**src/rtl/freq_meter_pkg.sv**
```systemverilog
// Shared constants and helpers for the gated BCD frequency meter.
package freq_meter_pkg;

    localparam int BCD_W = 4;
    localparam logic [BCD_W-1:0] BCD_MAX = 4'd9;

    // A 2-cycle gate still needs one counter bit.
    function automatic int gate_cnt_w(input int cycles);
        return (cycles <= 2) ? 1 : $clog2(cycles);
    endfunction

endpackage

```
**src/rtl/freq_meter_bcd_digit.sv**
```systemverilog
// One decade of the BCD edge accumulator; carry ripples to the next decade.
module bcd_digit
    import freq_meter_pkg::*;
(
    input  logic             clk,
    input  logic             reset,
    input  logic             clr,
    input  logic             inc,
    output logic [BCD_W-1:0] q,
    output logic             carry
);

    assign carry = inc & (q == BCD_MAX);

    always_ff @(posedge clk or posedge reset) begin
        if (reset) begin
            q <= '0;
        end else if (clr) begin
            q <= '0;
        end else if (inc) begin
            q <= carry ? '0 : q + 4'd1;
        end
    end

endmodule

```
**src/rtl/freq_meter.sv**
```systemverilog
// Gated frequency meter: counts sig_in rising edges over GATE_CYCLES clk cycles, reports packed BCD.
module freq_meter
    import freq_meter_pkg::*;
#(
    parameter int GATE_CYCLES = 50_000_000,
    parameter int DIGITS      = 4
) (
    input  logic                    clk,
    input  logic                    reset,
    input  logic                    sig_in,
    output logic [BCD_W*DIGITS-1:0] freq_bcd,
    output logic                    overflow,
    output logic                    valid
);

    localparam int                ACC_W     = BCD_W * DIGITS;
    localparam int                GATE_W    = gate_cnt_w(GATE_CYCLES);
    localparam logic [GATE_W-1:0] GATE_LAST = GATE_W'(GATE_CYCLES - 1);
    localparam logic [ACC_W-1:0]  ALL_NINES = {DIGITS{BCD_MAX}};

    logic              s1, s2, s3;
    logic              edge_det;
    logic [GATE_W-1:0] gate_cnt;
    logic              latch;
    logic [DIGITS-1:0] inc;
    logic [DIGITS-1:0] carry;
    logic [ACC_W-1:0]  acc;
    logic [ACC_W-1:0]  acc_nxt;
    logic              ovf_acc;
    logic              ovf_evt;
    logic              ovf_nxt;

    function automatic logic [ACC_W-1:0] bcd_inc(input logic [ACC_W-1:0] v);
        logic [ACC_W-1:0] r;
        logic             c;
        r = v;
        c = 1'b1;
        for (int i = 0; i < DIGITS; i++) begin
            if (c) begin
                if (v[i*BCD_W +: BCD_W] == BCD_MAX) begin
                    r[i*BCD_W +: BCD_W] = '0;
                end else begin
                    r[i*BCD_W +: BCD_W] = v[i*BCD_W +: BCD_W] + 4'd1;
                    c = 1'b0;
                end
            end
        end
        return r;
    endfunction

    function automatic logic [ACC_W-1:0] saturate(input logic [ACC_W-1:0] v, input logic ovf);
        return ovf ? ALL_NINES : v;
    endfunction

    // Stage: three-flop synchronizer and rising-edge detect
    always_ff @(posedge clk or posedge reset) begin
        if (reset) begin
            s1 <= 1'b0;
            s2 <= 1'b0;
            s3 <= 1'b0;
        end else begin
            s1 <= sig_in;
            s2 <= s1;
            s3 <= s2;
        end
    end

    assign edge_det = s2 & ~s3;

    // Stage: gate window timing
    always_ff @(posedge clk or posedge reset) begin
        if (reset) begin
            gate_cnt <= '0;
        end else if (latch) begin
            gate_cnt <= '0;
        end else begin
            gate_cnt <= gate_cnt + 1'b1;
        end
    end

    assign latch = (gate_cnt == GATE_LAST);

    // Stage: BCD accumulator; once saturated the digits stop counting and the output is forced to all-9s
    for (genvar i = 0; i < DIGITS; i++) begin : g_digit
        if (i == 0) begin : g_lsd
            assign inc[i] = edge_det & ~ovf_acc;
        end else begin : g_upper
            assign inc[i] = carry[i-1];
        end

        bcd_digit u_digit (
            .clk   (clk),
            .reset (reset),
            .clr   (latch),
            .inc   (inc[i]),
            .q     (acc[i*BCD_W +: BCD_W]),
            .carry (carry[i])
        );
    end

    assign ovf_evt = carry[DIGITS-1];
    assign ovf_nxt = ovf_acc | ovf_evt;
    assign acc_nxt = inc[0] ? bcd_inc(acc) : acc;

    always_ff @(posedge clk or posedge reset) begin
        if (reset) begin
            ovf_acc <= 1'b0;
        end else if (latch) begin
            ovf_acc <= 1'b0;
        end else if (ovf_evt) begin
            ovf_acc <= 1'b1;
        end
    end

    // Stage: result registers, loaded on the latch cycle including that cycle's edge
    always_ff @(posedge clk or posedge reset) begin
        if (reset) begin
            freq_bcd <= '0;
            overflow <= 1'b0;
            valid    <= 1'b0;
        end else begin
            valid <= latch;
            if (latch) begin
                freq_bcd <= saturate(acc_nxt, ovf_nxt);
                overflow <= ovf_nxt;
            end
        end
    end

endmodule

```
**config.mk**
```make
export PLATFORM = sky130hd
export DESIGN_NAME = freq_meter
export DESIGN_NICKNAME = d
export VERILOG_FILES = /design/src/rtl/freq_meter_pkg.sv /design/src/rtl/freq_meter_bcd_digit.sv /design/src/rtl/freq_meter.sv
export SDC_FILE = /design/constraint.sdc
export NUM_CORES = 1
export LEC_CHECK = 0
export CAP_MARGIN = 20
export CORE_ASPECT_RATIO = 0.7
export CORE_UTILIZATION = 61
export CTS_BUF_LIST = sky130_fd_sc_hd__clkbuf_2 sky130_fd_sc_hd__clkbuf_4 sky130_fd_sc_hd__clkbuf_8
export DETAILED_ROUTE_END_ITERATION = 10
export PLACE_DENSITY = 0.82
export SETUP_SLACK_MARGIN = 0.15
export SLEW_MARGIN = 40
export SYNTH_ARGS = -nofsm -noshare
export SYNTH_HDL_FRONTEND = slang
export SYNTH_SLANG_ARGS = --single-unit
```
**constraint.sdc**
```tcl
create_clock -name clk -period 2.4 [get_ports clk]
set_input_delay 0.36 -clock clk [delete_from_list [all_inputs] [get_ports clk]]
set_output_delay 0.36 -clock clk [all_outputs]
set_load 0.02 [all_outputs]
```
## Word-level counts from Yosys, hierarchy flattened

Index checks and enable logic that the tools add are counted.

| word-level totals | value |
|---|---|
| register bits | 64 |
| input bits | 3 |
| output and inout bits | 18 |
| logic and storage cells | 65 |

| cells by class | value |
|---|---|
| add/subtract/negate cells | 5 |
| equal/unequal tests | 5 |
| multiplexer cells | 29 |
| bitwise gates (word level) | 9 |
| reduce and logical (&&, ||, !) cells | 5 |

Operator list:

| operator | number |
|---|---|
| 2-to-1 mux 4 bit | 19 |
| 2-to-1 mux 16 bit | 2 |
| adder 26 x 1 -> 26 bit (second input constant) | 1 |
| equality test 26 bit (second input constant) | 1 |
| 2-to-1 mux 26 bit | 1 |
| adder 4 x 1 -> 4 bit (second input constant) | 4 |
| equality test 4 bit (second input constant) | 4 |
| nonzero test 2 bit | 5 |
| 2-to-1 mux 1 bit | 7 |
| bitwise AND 1 bit | 6 |
| NOT 1 bit | 2 |
| OR 1 bit | 1 |

## Logic depth before layout (Yosys ltp)

| depth | value |
|---|---|
| word-level depth | 10 |
| gate-level depth with buffers | 7 |
| gate-level depth less buffers | 6 |

## Cells and area by module

Synthesis repeated with hierarchy kept, for this count alone.

| unflattened totals | value |
|---|---|
| cells, all modules | 365 |
| area total of the unflattened synthesis | 3469.6 um^2 |

By module, submodules not included:

| module | instances | cells an instance | area each (um^2) |
|---|---|---|---|
| freq_meter | 1 | 257 | 2488.6 |
| bcd_digit | 4 | 27 | 245.2 |

## Worst setup path before layout

Ideal clock, no wire load.

| path | value |
|---|---|
| path type | flip-flop to flip-flop |
| start | register g_digit[0].u_digit.q[1] |
| end | register freq_bcd[5] |
| library setup time | 65 ps |
| arrival time | 1862 ps |
| slack | 473 ps |
| stages on the path, launching flop included | 8 |
| buffers on the path | 1 |
| period minus slack after synthesis | 1927 ps |
| cells stage by stage | dfrtp_1 > inv_1 > ha_1 > nand3b_1 > clkbuf_1 > or4_1 > a221oi_1 > mux2_2 |

| on the way | value |
|---|---|
| longest elaborated chain between the ends | 7 |
| elaborated cells on any way between the ends | 10 |
| classes of those cells | eq/ne: 1; mux: 4; bitwise: 5 |

RTL lines:

| what | line | RTL |
|---|---|---|
| start, declared | freq_meter_bcd_digit.sv:9 | `output logic [BCD_W-1:0] q,` |
| start signal, assigned | freq_meter_bcd_digit.sv:21 | `q <= carry ? '0 : q + 4'd1;` |
| equality test 4 bit * | freq_meter_bcd_digit.sv:13, freq_meter.sv:40 |  |
| bitwise AND 1 bit (4 in a row) | freq_meter_bcd_digit.sv:13 | `assign carry = inc & (q == BCD_MAX);` |
| OR 1 bit | freq_meter.sv:102 | `assign ovf_nxt = ovf_acc \| ovf_evt;` |
| 2-to-1 mux 16 bit * | freq_meter.sv:52 | `return ovf ? ALL_NINES : v;` |
| end signal, assigned | freq_meter.sv:124 | `freq_bcd <= saturate(acc_nxt, ovf_nxt);` |
| end, declared | freq_meter.sv:11 | `output logic [BCD_W*DIGITS-1:0] freq_bcd,` |

Mark *: on every way between the ends. The rest lies on a longest branch, timed or not.
A chain may end at the register's enable or synchronous reset.

## Worst setup path after layout

| path | value |
|---|---|
| start | register gate_cnt[6] |
| end | register gate_cnt[25] |

| on the way | value |
|---|---|
| longest elaborated chain between the ends | 2 |
| elaborated cells on any way between the ends | 3 |
| classes of those cells | add/sub: 1; eq/ne: 1; mux: 1 |

RTL lines:

| what | line | RTL |
|---|---|---|
| start, declared | freq_meter.sv:23 | `logic [GATE_W-1:0] gate_cnt;` |
| start signal, assigned | freq_meter.sv:77 | `gate_cnt <= gate_cnt + 1'b1;` |
| adder 26 x 1 -> 26 bit or equality test 26 bit (tied branches) | freq_meter.sv:77, freq_meter.sv:81 |  |
| 2-to-1 mux 26 bit * | freq_meter.sv:74 | `end else if (latch) begin` |

Marked as above.

==> out/qor.log <==
[pwr] leak pwr 1.59 nW
[clocking] clock-pin slew on the worst setup and hold paths 70 ps
[worst_setup_path] required time reported for the critical path endpoint 2680 ps
[floorplan] DIE AREA 0.00562 mm²
[sta] Peak Freq 481 MHz
[yosys] number of flops mapped to enable cells by yosys 0
[finish] synthesis-to-finish area growth 17.4%
[grt] Overall Global Routing Usage 31.1%
[floorplan] Core Region 0.00494 mm²
[worst_setup_path] worst reg-to-reg path cell count 4
[placement] detailed-placement wirelength estimate 5150 µm
[finish] # nets final 353
[yosys] syn avg cell area 10.3 µm²
[pwr] switching portion of total power 24.8%
[routing] wirelength, routed 7520 µm
[clocking] Clock Tree Root sky130_fd_sc_hd__clkbuf_8
[yosys] proportion of synthesized chip area in sequential cells 49.4%
[yosys] Net Count, Synth 326
[clocking] Clock Latency Late Sink 350 ps
[outcome] outcome completed
[floorplan] Initial Utilization 65.7%
[sta] unrepaired setup endpoints after global routing false
[routing] Vias 2619
[clocking] clock tree from TritonCTS built
[finish] antenna fix cells 0
[finish] FF/Latch Area 0.00160 mm²
[routing] via/cell ratio 6.31
[sta] Final Setup Violations 0
[finish] fraction of layout instances using a drive strength above 1 12.4%
[finish] area used by multi-input combinational logic 0.00157 mm²
[sta] Final Hold Violating Endpoints 0
[floorplan] die outline width 89.2 µm
[worst_setup_path] arrival time at the worst endpoint 2360 ps
[finish] most frequent standard cell in the layout excluding fill and tap cells sky130_fd_sc_hd__dfrtp_1
[worst_setup_path] type of the setup path with the least slack flip-flop to flip-flop
[clocking] H-tree depth 3
[yosys] Syn Std Cell Area 0.00324 mm²
[worst_setup_path] CP startpoint kind flip-flop
[sta] actual transition at the worst max-transition pin 570 ps
[grt] GR Overflow Total 0
[worst_setup_path] start point of the critical path gate_cnt[6]
[floorplan] die span in y 63.0 µm
[placement] final weighted congestion of routability-driven global placement 0.839
[min_path] type of the worst min-delay path flip-flop to flip-flop
[pwr] proportion of power drawn by the clock network 41.8%
[pwr] total chip power 2.32 mW
[clocking] CTS Hold Buffers Added 0
[pwr] reported net switching power 0.574 mW
[clocking] number of clock sinks 64
[grt] via count of the first global-routing pass 2563
[sta] shortest period the worst path allows 2080 ps
[yosys] count of yosys warnings during synthesis 0
[yosys] biggest area contributors in the synthesized netlist sky130_fd_sc_hd__dfrtp_1 49%, sky130_fd_sc_hd__a21oi_1 3.5%, sky130_fd_sc_hd__ha_1 3.5%, sky130_fd_sc_hd__nor2_1 3.1%, sky130_fd_sc_hd__mux2i_1 2.8%
[yosys] number of distinct standard cells referenced by the synthesized netlist 53
[grt] largest net degree at the start of global routing 41
[finish] top library cells by usage in the layout, fill and taps aside 64 x sky130_fd_sc_hd__dfrtp_1, 27 x sky130_fd_sc_hd__nor2_1, 23 x sky130_fd_sc_hd__a21oi_1
[pwr] internal power of the cells 1.74 mW
[placement] I/O Buffers 20
[routing] First DRT Iteration DRCs 305
[sta] Rel. slew slack 62.0%
[yosys] top_reg_cell synth sky130_fd_sc_hd__dfrtp_1
[floorplan] number of ports placed on the die boundary 21
[finish] Fillers 346
[pwr] power density normalized to cell area 609 mW/mm²
[routing] WL per Instance 18.1 µm
[yosys] #FFs+latches synth 64
[sta] Setup TNS Final 0 ps
[routing] Pre-Repair DR Iteration Count 4
[pwr] combinational share of power 7.9%
[grt] global-route wire length before repair 12700 µm
[floorplan] Std-Cell Rows 21
[sta] final clock period utilization by the worst path 86.6%
[worst_setup_path] Worst Setup End Kind flip-flop
[grt] initial antenna violation count 0
[worst_setup_path] r2r endpoint gate_cnt[25]
[worst_setup_path] RR Startpoint gate_cnt[6]
[pwr] Sequential Power Share 50.3%
[routing] number of antenna-violating nets in the routed design 0
[worst_setup_path] reg-to-reg setup timing slack 320 ps
[yosys] proportion of register bits with asynchronous set or reset after synthesis 100%
[sta] pins over their slew limit 0
[yosys] top-area cell type share of the netlist area 49.4%
[clocking] Clock Path Buffers 2
[flow_run] max-cap violation count 0
[pwr] worst-case vdd ir drop 0.469 mV
[yosys] biggest area consumer among synthesized cells sky130_fd_sc_hd__dfrtp_1
[worst_setup_path] top fanout value on the critical path 12
[worst_setup_path] capturing instance or port of the critical path gate_cnt[25]
[routing] number of design rule violations left after detail routing 0
[sta] Layout Skew 8.09 ps
[yosys] gate count of the mapped netlist 314
[clocking] number of clock buffers inserted by TritonCTS 9
-- cell type report --
type / count / area share [%]
tap: 69 / 2.27
clock buffer: 13 / 4.37
clock inverter: 3 / 1.05
timing repair buffer: 31 / 8.08
inverter: 9 / 0.887
multi-input combinational: 226 / 41.3
sequential: 64 / 42.1
-- synthesized netlist by cell type, types with 2 or more instances --
master	number
sky130_fd_sc_hd__dfrtp_1	64
sky130_fd_sc_hd__nor3_1	10
sky130_fd_sc_hd__inv_1	9
sky130_fd_sc_hd__and3b_1	4
sky130_fd_sc_hd__nand3_1	13
sky130_fd_sc_hd__or4_1	3
sky130_fd_sc_hd__and4_1	5
sky130_fd_sc_hd__buf_1	2
sky130_fd_sc_hd__o31ai_1	2
sky130_fd_sc_hd__nand3b_1	3
sky130_fd_sc_hd__a31oi_1	3
sky130_fd_sc_hd__mux2i_1	9
sky130_fd_sc_hd__mux2_2	4
sky130_fd_sc_hd__nand4_1	10
sky130_fd_sc_hd__a21oi_1	23
sky130_fd_sc_hd__nand2_1	12
sky130_fd_sc_hd__and3_1	2
sky130_fd_sc_hd__nor2_1	27
sky130_fd_sc_hd__ha_1	9
sky130_fd_sc_hd__nor4bb_1	3
sky130_fd_sc_hd__xnor2_1	9
sky130_fd_sc_hd__nor3b_1	2
sky130_fd_sc_hd__a2bb2oi_1	3
sky130_fd_sc_hd__or3_1	9
sky130_fd_sc_hd__clkbuf_1	7
sky130_fd_sc_hd__buf_2	4
sky130_fd_sc_hd__xor2_1	7
sky130_fd_sc_hd__nor4b_1	4
sky130_fd_sc_hd__nand2b_1	3
sky130_fd_sc_hd__a221oi_1	4
sky130_fd_sc_hd__nor4_1	6
sky130_fd_sc_hd__o21ai_0	18
-- per-layer routing --
layer	up-vias	track usage [%]	part of all wire (%)
li1	1222	-	-
met1	1277	44.2	46
met2	102	44.5	43
met3	18	10.2	8.1
met4	0	11.5	2.1
met5	-	0	0
-- flip-flops by register name (all words and copies together), names as in the netlist --
| signal | flops |
|---|---|
| valid | 1 |
| gate_cnt | 26 |
| s1 | 1 |
| s2 | 1 |
| ovf_acc | 1 |
| s3 | 1 |
| freq_bcd | 16 |
| g_digit.u_digit.q | 16 |
| overflow | 1 |
-- cells by family (layout without fill, tap and decap cells) --
group           count (synthesis)  after routing  share of synthesized area (%)
compound gates                 64             64                           12.3
xor+xnor                       16             16                           4.32
fa+ha+maj                       9              9                           3.47
buf+inv                        24             56                           3.28
flops                          64             64                           49.4
mux                            13             13                           4.17
simple gates                  124            124                           23.1
-- worst min-delay path by stage --
stage,startpoint,endpoint,cells past startpoint
floorplan,s1,s2,0
global placement,s1,s2,0
detailed placement,s1,s2,0
CTS,s1,s2,0
global route,s1,s2,0
finish,s1,s2,0
-- timing repair --
item / in CTS / in global routing
buffers inserted: 0 / 2
endpoints found under the hold margin: 0 / 0
endpoints found under the setup margin: 0 / 19
resized for setup: 0 / 4
-- power groups by stage --
stage / Clock [mW] / Combinational (mW) / Sequential, mW
CTS: 0.985 / 0.182 / 1.16
floorplan: 0 / 0.129 / 1.17
detailed placement: 0 / 0.181 / 1.18
global route: 1.03 / 0.204 / 1.17
global placement: 0 / 0.172 / 1.18
finish: 0.969 / 0.183 / 1.17
-- stage by stage --
| step | utilization [%] | hold slack (ps) | setup slack (ps) | instances | instance area [µm²] |
|---|---|---|---|---|---|
| 3_5_place_dp | 72.0 | 347 | 196 | 397 | 3560 |
| 4_1_cts | 76.2 | 363 | 175 | 413 | 3760 |
| 3_3_place_gp | 72.0 | 338 | 290 | 397 | 3560 |
| 6_report | 77.1 | 358 | 321 | 415 | 3810 |
| 5_1_grt | 77.1 | 379 | 151 | 415 | 3810 |
| 2_1_floorplan | - | 331 | 442 | 314 | 3240 |
-- worst max-delay path, cell delays in order (launching register included) --
cell and delay (ps):
sky130_fd_sc_hd__dfrtp_1 480, sky130_fd_sc_hd__nand3_1 210, sky130_fd_sc_hd__or4_4 630, sky130_fd_sc_hd__or4_1 500, sky130_fd_sc_hd__a21oi_1 170
Power figures use the tool's default switching activity.
